`src/rtl/bitslice_mul_seq_if.sv`:
```
// rtl/bitslice_mul_seq_if.sv - operand/result handshake bundle for bitslice_mul_seq
// Optional acc_clr_i exists only when BSLICE_MUL_MAC_EN is defined.
interface bitslice_mul_seq_if #(
  parameter int LANES = 16,
  parameter int OPW   = 2
);
  logic                    in_valid;
  logic                    in_ready;
  logic [OPW*LANES-1:0]    a_i;
  logic [OPW*LANES-1:0]    b_i;
  logic                    out_valid;
  logic                    out_ready;
  logic [2*OPW*LANES-1:0]  y_o;
  logic                    busy_o;
`ifdef BSLICE_MUL_MAC_EN
  logic                    acc_clr_i;

  modport master (output in_valid, a_i, b_i, out_ready, acc_clr_i,
                  input  in_ready, out_valid, y_o, busy_o);
  modport slave  (input  in_valid, a_i, b_i, out_ready, acc_clr_i,
                  output in_ready, out_valid, y_o, busy_o);
`else
  modport master (output in_valid, a_i, b_i, out_ready,
                  input  in_ready, out_valid, y_o, busy_o);
  modport slave  (input  in_valid, a_i, b_i, out_ready,
                  output in_ready, out_valid, y_o, busy_o);
`endif
endinterface

```
`src/rtl/bitslice_mul_seq.sv`:
```
// rtl/bitslice_mul_seq.sv - sequential bit-sliced multiplier, one B plane per cycle
// Optional multiply-accumulate mode: BSLICE_MUL_MAC_EN.
module bitslice_mul_seq #(
  parameter int LANES = 16,
  parameter int OPW   = 2
) (
  input  logic              clk,
  input  logic              rst,
  bitslice_mul_seq_if.slave bus
);
  localparam int AW = OPW * LANES;
  localparam int YW = 2 * OPW * LANES;
  localparam int KW = (OPW > 1) ? $clog2(OPW) : 1;

  typedef enum logic [1:0] {IDLE, RUN, DONE} state_t;

  state_t         state;
  logic [AW-1:0]  a_q;
  logic [AW-1:0]  b_q;
  logic [YW-1:0]  acc_q;
  logic [YW-1:0]  acc_sum;
  logic [KW-1:0]  k_q;
  logic           in_ready_q;
  logic           out_valid_q;
  logic           busy_q;
  logic           clr;

  assign bus.in_ready  = in_ready_q;
  assign bus.out_valid = out_valid_q;
  assign bus.busy_o    = busy_q;
  assign bus.y_o       = acc_q;

`ifdef BSLICE_MUL_MAC_EN
  assign clr = bus.acc_clr_i;
`else
  assign clr = 1'b1;
`endif

  // Partial product for plane k, placed at planes k..k+OPW-1, rippled plane by plane.
  always_comb begin
    logic [LANES-1:0] bk;
    logic [LANES-1:0] x;
    logic [LANES-1:0] y;
    logic [LANES-1:0] c;
    logic [AW-1:0]    pp;
    logic [YW-1:0]    addend;
    bk      = b_q[int'(k_q)*LANES +: LANES];
    pp      = '0;
    x       = '0;
    y       = '0;
    c       = '0;
    acc_sum = '0;
    for (int i = 0; i < OPW; i++)
      pp[i*LANES +: LANES] = a_q[i*LANES +: LANES] & bk;
    addend = {{AW{1'b0}}, pp} << (int'(k_q) * LANES);
    for (int j = 0; j < 2*OPW; j++) begin
      x = acc_q[j*LANES +: LANES];
      y = addend[j*LANES +: LANES];
      acc_sum[j*LANES +: LANES] = x ^ y ^ c;
      c = (x & y) | (c & (x ^ y));
    end
  end

  always_ff @(posedge clk or posedge rst) begin
    if (rst) begin
      state       <= IDLE;
      a_q         <= '0;
      b_q         <= '0;
      acc_q       <= '0;
      k_q         <= '0;
      in_ready_q  <= 1'b1;
      out_valid_q <= 1'b0;
      busy_q      <= 1'b0;
    end else begin
      case (state)
        IDLE: begin
          if (bus.in_valid) begin
            a_q        <= bus.a_i;
            b_q        <= bus.b_i;
            if (clr)
              acc_q    <= '0;
            k_q        <= '0;
            in_ready_q <= 1'b0;
            busy_q     <= 1'b1;
            state      <= RUN;
          end
        end
        RUN: begin
          acc_q <= acc_sum;
          if (k_q == KW'(OPW - 1)) begin
            busy_q      <= 1'b0;
            out_valid_q <= 1'b1;
            state       <= DONE;
          end else begin
            k_q <= k_q + 1'b1;
          end
        end
        DONE: begin
          if (bus.out_ready) begin
            out_valid_q <= 1'b0;
            in_ready_q  <= 1'b1;
            state       <= IDLE;
          end
        end
        default: state <= IDLE;
      endcase
    end
  end
endmodule

```
`src/flat_wrapper.sv`:
```
// flat-port wrapper written by rule: the top's interface ports become plain ports
module bitslice_mul_seq_flat 
#(
  parameter int LANES = 16,
  parameter int OPW   = 2
)
  (clk, rst, bus_in_valid, bus_a_i, bus_b_i, bus_out_ready, bus_in_ready, bus_out_valid, bus_y_o, bus_busy_o);
  bitslice_mul_seq_if #(.LANES(LANES), .OPW(OPW)) bus_i ();
  input  logic clk;
  input  logic rst;
  input wire logic [$bits(bus_i.in_valid)-1:0] bus_in_valid;
  input wire logic [$bits(bus_i.a_i)-1:0] bus_a_i;
  input wire logic [$bits(bus_i.b_i)-1:0] bus_b_i;
  input wire logic [$bits(bus_i.out_ready)-1:0] bus_out_ready;
  output wire logic [$bits(bus_i.in_ready)-1:0] bus_in_ready;
  output wire logic [$bits(bus_i.out_valid)-1:0] bus_out_valid;
  output wire logic [$bits(bus_i.y_o)-1:0] bus_y_o;
  output wire logic [$bits(bus_i.busy_o)-1:0] bus_busy_o;
  assign bus_i.in_valid = bus_in_valid;
  assign bus_i.a_i = bus_a_i;
  assign bus_i.b_i = bus_b_i;
  assign bus_i.out_ready = bus_out_ready;
  assign bus_in_ready = bus_i.in_ready;
  assign bus_out_valid = bus_i.out_valid;
  assign bus_y_o = bus_i.y_o;
  assign bus_busy_o = bus_i.busy_o;
  bitslice_mul_seq #(.LANES(LANES), .OPW(OPW)) u_core (.clk(clk), .rst(rst), .bus(bus_i));
endmodule
```
`config.mk`:
```
export PLATFORM = sky130hd
export DESIGN_NAME = bitslice_mul_seq_flat
export DESIGN_NICKNAME = d
export VERILOG_FILES = /design/src/rtl/bitslice_mul_seq_if.sv /design/src/rtl/bitslice_mul_seq.sv /design/src/flat_wrapper.sv
export SDC_FILE = /design/constraint.sdc
export NUM_CORES = 1
export LEC_CHECK = 0
export BUFFER_PORTS_ARGS = -buffer_cell sky130_fd_sc_hd__buf_2
export CAP_MARGIN = 0
export CORE_MARGIN = 1
export CORE_UTILIZATION = 55
export DETAILED_ROUTE_END_ITERATION = 10
export PLACE_DENSITY = 0.89
export SETUP_SLACK_MARGIN = 0.5
export SYNTH_ARGS = -nofsm -noshare
export SYNTH_HDL_FRONTEND = slang
export SYNTH_SLANG_ARGS = --single-unit
```
`constraint.sdc`:
```
create_clock -name clk -period 5.6 [get_ports clk]
set_clock_uncertainty 0.2 [all_clocks]
set_input_delay 1.12 -clock clk [delete_from_list [all_inputs] [get_ports clk]]
set_output_delay 1.12 -clock clk [all_outputs]
set_load 0.005 [all_outputs]
```
**Yosys cells after proc, flatten, opt, wreduce, memory -nomap -nowiden**

Index checks and enable logic that the tools add are counted.

- Add/subtract/negate cells: 1
- Equal/unequal tests: 5
- Shift operators: 2
- Mux-type cells: 17
- Bitwise logic cells: 16
- Reduce and logical (&&, ||, !) cells: 10

Operators with widths:

| cell | count |
|---|---|
| $pmux 64 s2 | 1 |
| $and 16x16->16 | 7 |
| $xor 16x16->16 | 7 |
| $mux 64 | 1 |
| $shl 32x5->64 | 1 |
| $or 16x16->16 | 2 |
| $shiftx 32x6->16 | 1 |
| $reduce_and 3->1 | 4 |
| $pmux 1 s2 | 4 |
| $mux 1 | 7 |
| $mux 2 | 3 |
| $pmux 2 s3 | 1 |
| $reduce_bool 2->1 | 3 |
| $ne 2x2->1 const B | 2 |
| $reduce_and 2->1 | 2 |
| $eq 2x1->1 const B | 1 |
| $eq 2x2->1 const B | 1 |
| $logic_not 2->1 | 1 |
| $ne 2x1->1 const B | 1 |
| $add 1x1->1 const B | 1 |

- Bits in registers: 134
- Bits of input ports: 68
- Output and inout port bits: 67
- Logic and storage cells: 59

**Longest topological paths before layout**

- Depth after elaboration: 10
- Depth in mapped cells: 9
- Mapped depth without buffers: 9

**Worst setup path before layout**

No wires, ideal clock.

- Kind: register to register
- Start: register u_core.k_q
- End: register u_core.acc_q[32], in the netlist u_core.bus.y_o[32]
- Setup time: 0.121 ns
- Data arrival time: 2.067 ns
- Required time: 5.279 ns
- Path slack: 3.212 ns
- Stages on the path, launching flop included: 8
- Buffers on the path: 1
- Period minus slack after synthesis: 2.388 ns
- Cells stage by stage: dfrtp_1 inv_1 clkbuf_1 and3_1 ha_1 fa_1 fa_1 a22o_1

- Longest elaborated chain between the ends: 8
- Elaborated cells between the ends (all ways): 12
- Those cells by class: shift: 2; mux: 1; bitwise: 9

Ends and longest elaborated chain:

| item | line | RTL |
|---|---|---|
| from (decl) | bitslice_mul_seq.sv:22 | `logic [KW-1:0] k_q;` |
| from (signal assigned) | bitslice_mul_seq.sv:95 | `k_q <= k_q + 1'b1;` |
| $shiftx 32x6->16 | bitslice_mul_seq.sv:47 | `bk = b_q[int'(k_q)*LANES +: LANES];` |
| $and 16x16->16 | bitslice_mul_seq.sv:54 | `pp[i*LANES +: LANES] = a_q[i*LANES +: LANES] & bk;` |
| $shl 32x5->64 (*) | bitslice_mul_seq.sv:55 | `addend = {{AW{1'b0}}, pp} << (int'(k_q) * LANES);` |
| $and 16x16->16 / $xor 16x16->16 (equally long branches) | bitslice_mul_seq.sv:60 | `c = (x & y) \| (c & (x ^ y));` |
| $and 16x16->16 | bitslice_mul_seq.sv:60 |  |
| $or 16x16->16 | bitslice_mul_seq.sv:60 |  |
| $xor 16x16->16 (*) | bitslice_mul_seq.sv:59 | `acc_sum[j*LANES +: LANES] = x ^ y ^ c;` |
| $pmux 64 s2 (*) | bitslice_mul_seq.sv:75 | `case (state)` |
| to (signal assigned) | bitslice_mul_seq.sv:89 | `acc_q <= acc_sum;` |
| to (decl) | bitslice_mul_seq.sv:20 | `logic [YW-1:0] acc_q;` |

Every way passes the cells marked *; elsewhere a longest branch is shown, timed or not.
A chain may end at the register's enable or synchronous reset.

**Worst setup path after layout**

- Start: register u_core.k_q
- End: register u_core.acc_q[60], in the netlist u_core.bus.y_o[60]

- Longest elaborated chain between the ends: 10
- Elaborated cells between the ends (all ways): 16
- Those cells by class: shift: 2; mux: 1; bitwise: 13

Ends and longest elaborated chain:

| item | line |
|---|---|
| $shiftx 32x6->16 | bitslice_mul_seq.sv:47 |
| $and 16x16->16 | bitslice_mul_seq.sv:54 |
| $shl 32x5->64 (*) | bitslice_mul_seq.sv:55 |
| $and 16x16->16 / $xor 16x16->16 (equally long branches) | bitslice_mul_seq.sv:60 |
| $and 16x16->16 | bitslice_mul_seq.sv:60 |
| $or 16x16->16 | bitslice_mul_seq.sv:60 |
| $and 16x16->16 | bitslice_mul_seq.sv:60 |
| $or 16x16->16 | bitslice_mul_seq.sv:60 |
| $xor 16x16->16 (*) | bitslice_mul_seq.sv:59 |
| $pmux 64 s2 (*) | bitslice_mul_seq.sv:75 |

Marks and branches as above.

==> results.ini <==
[run_status]
status = finished, final reports clean

[floorplanning]
core_area_um2 = 12000
num_rows = 40
die-area_um2 = 12700
io_pins = 135
initial_core_util_pct = 56.4
dieWidth_um = 113
fp.dieH_um = 113

[worst_hold_path]
hp-class = register to register
hold_path_depth = 1
min_from = u_core.a_q[10]$_DFFE_PP0P_
hold_path_end = u_core.a_q[10]$_DFFE_PP0P_

[cts]
cts_tree = done
worstSkewPairLatency_ns = 0.42
post-cts-setup-buffer-count = 0
clockBufferDepth = 2
ctsHoldBuffers = 0
clock-sinks = 134
numCtsBuffers = 17
ctsHtreeMaxLevel = 4
clock-root-buffer = clkbuf_16
clk_pin_slew_worst_paths_ns = 0.06
cts_repair_resize_count = 0

[worst_setup_path]
crit_start = u_core.k_q$_DFFE_PP0P_
regToRegEndpoint = u_core.bus.y_o[60]$_DFFE_PP0P_
cp.arrival_ns = 3.73
startpoint_type = register
critPathRequiredTime_ns = 5.75
rr_worst_depth = 7
r2r-start = u_core.k_q$_DFFE_PP0P_
worst-setup-path-type = register to register
rrSetupSlack_ns = 2.02
end_kind = register
path_max_fanout = 51

[sta]
rsz0062_at_grt = false
holdWs_ns = 0.328
setup_slack_ns = 2.02
hold_violations = 0
drv_slew = 0
period_share_pct = 64.0
setup_viol = 0
worst_pin_slew_ns = 1.14
period_needed_ns = 3.58
timing.fmax_mhz = 279
slew_headroom_pct = 24.2
tns_ns = 0

[global_routing]
grt_max_degree = 81
antenna_found_initial = 0
grt_pass1_vias = 4908
grtUsageTotal_pct = 26.0
grt_pass1_wl_um = 25300
grt_overflow = 0

[final_layout]
utilization_pct = 66.6
final_net_count = 736
fin_area_um2 = 7960
final_common_cell = buf_2
area_growth_pct = 18.1
finalNonFillerCells = 780
layout_common_cells = buf_2, dfrtp_1, mux2_4, a22o_1
num_antenna_cells = 0
drive_gt1_share_pct = 36.7

[placement]
dpl-instance-area_um2 = 7400
numPortBuffers = 134
place.gp.congestion = 0.817
dp_hpwl_um = 9880
dp_cells = 748
pre_cts_ws_ns = 2.07

[logic_synthesis]
synth.distinct_cells = 30
syn-cell-area_um2 = 6740
synth-simple-area-share_pct = 9.74
synthXorXnorAreaFrac_pct = 0
syn_inst = 493
synthMuxAreaShare_pct = 15.2
syn_nets = 609
ys_ff_latch = 134
avgSynthCellArea_um2 = 13.7
synth_adder_area_share_pct = 12.5
yosysSeqAreaShare_pct = 49.7
synth_compound_area_share_pct = 8.96
yosysWarnings = 0
synth_top_family_by_area = multiplexers

[detailed_routing]
drt_iter0_drc = 283
drt_pass1_iterations = 5
drt-total-wl_um = 15000
viasPerCell = 5.92
ant_nets = 0
detail_route.wl_per_cell_um = 19.3
drc = 0
via_count = 4620

[power_and_ir_drop]
p_per_area_nw_per_um2 = 588
p_leak_nw = 4.17
total_power_mw = 4.68
peakVddDrop_uv = 273

[flow_run]
maxCapViolCount = 0

-- state kept, by name, summed over array words and instances (netlist names) --
name                  count
u_core.b_q               32
u_core.a_q               32
u_core.bus.in_ready       1
u_core.state              2
u_core.bus.busy_o         1
u_core.k_q                1
u_core.bus.y_o           64
u_core.bus.out_valid      1
-- logic make-up after synthesis --
family / Yosys count
buffers and inverters: 36
DFF: 134
AOI/OAI and AO/OA: 83
muxes: 72
and+or+nand+nor: 120
adders and majority gates: 48
-- cell type report --
type,count,area [um2]
sequential,134,3360
clock buffer,27,483
timing repair buffer,137,693
multi-input combinational,323,3140
tap,147,184
clock inverter,5,75.1
fill,824,4000
inverter,7,31.3
-- cell usage after synthesis --
cell	n	area, um2
mux2i_1	8	80.1
and3_1	33	206
o21bai_1	1	7.51
a21oi_1	4	20.0
buf_2	10	50.1
a22o_1	48	420
buf_12	6	120
clkbuf_1	10	37.5
nand2b_1	1	6.26
buf_6	1	11.3
a31oi_1	1	6.26
dfstp_2	1	26.3
inv_1	7	26.3
nand2b_4	1	13.8
nand3_1	23	115
mux2_4	60	901
ha_1	16	200
nor2_8	1	20.0
a21o_1	1	7.51
mux2_2	4	45.0
dfrtp_1	133	3330
nor2_1	10	37.5
fa_1	32	641
nor2b_1	1	6.26
nand3b_1	16	120
o31ai_1	1	7.51
buf_4	2	15.0
and2b_1	1	7.51
nand2_1	33	124
o21ai_0	27	135
-- routing by layer --
metal | track usage, % | part of all wire (%) | vias up
met3 | 5.73 | 5.9 | 34
li1 | - | - | 2019
met2 | 42.3 | 50 | 185
met5 | 0 | 0 | -
met4 | 11.6 | 2.5 | 0
met1 | 33.6 | 41 | 2382
-- report_power, final --
group	total, mW	leakage, nW	internal, mW	switching [mW]
Clock	1.07	0.273	0.677	0.392
Combinational	1.74	2.22	0.948	0.790
Sequential	1.88	1.68	1.39	0.487
Total	4.68	4.17	3.01	1.67
-- critical path: stages (launching register included) --
cell and delay [ns]:
dfrtp_2 0.92, inv_1 0.61, and3_1 0.37, ha_1 0.19
fa_1 0.44, fa_1 0.44, nand3b_1 0.19, nand3_1 0.13
-- how the worst max path moves through the flow --
stage                                                 to  slack (ns)  cells past startpoint
after global routing      u_core.bus.y_o[56]$_DFFE_PP0P_        1.83                      7
after CTS                 u_core.bus.y_o[60]$_DFFE_PP0P_        2.05                      7
final                     u_core.bus.y_o[60]$_DFFE_PP0P_        2.02                      7
after floorplan                u_core.a_q[0]$_DFFE_PP0P_        0.70                      1
after detailed placement  u_core.bus.y_o[44]$_DFFE_PP0P_        2.07                      6
after global placement    u_core.bus.y_o[54]$_DFFE_PP0P_        2.25                      7
Power figures use the tool's default switching activity.
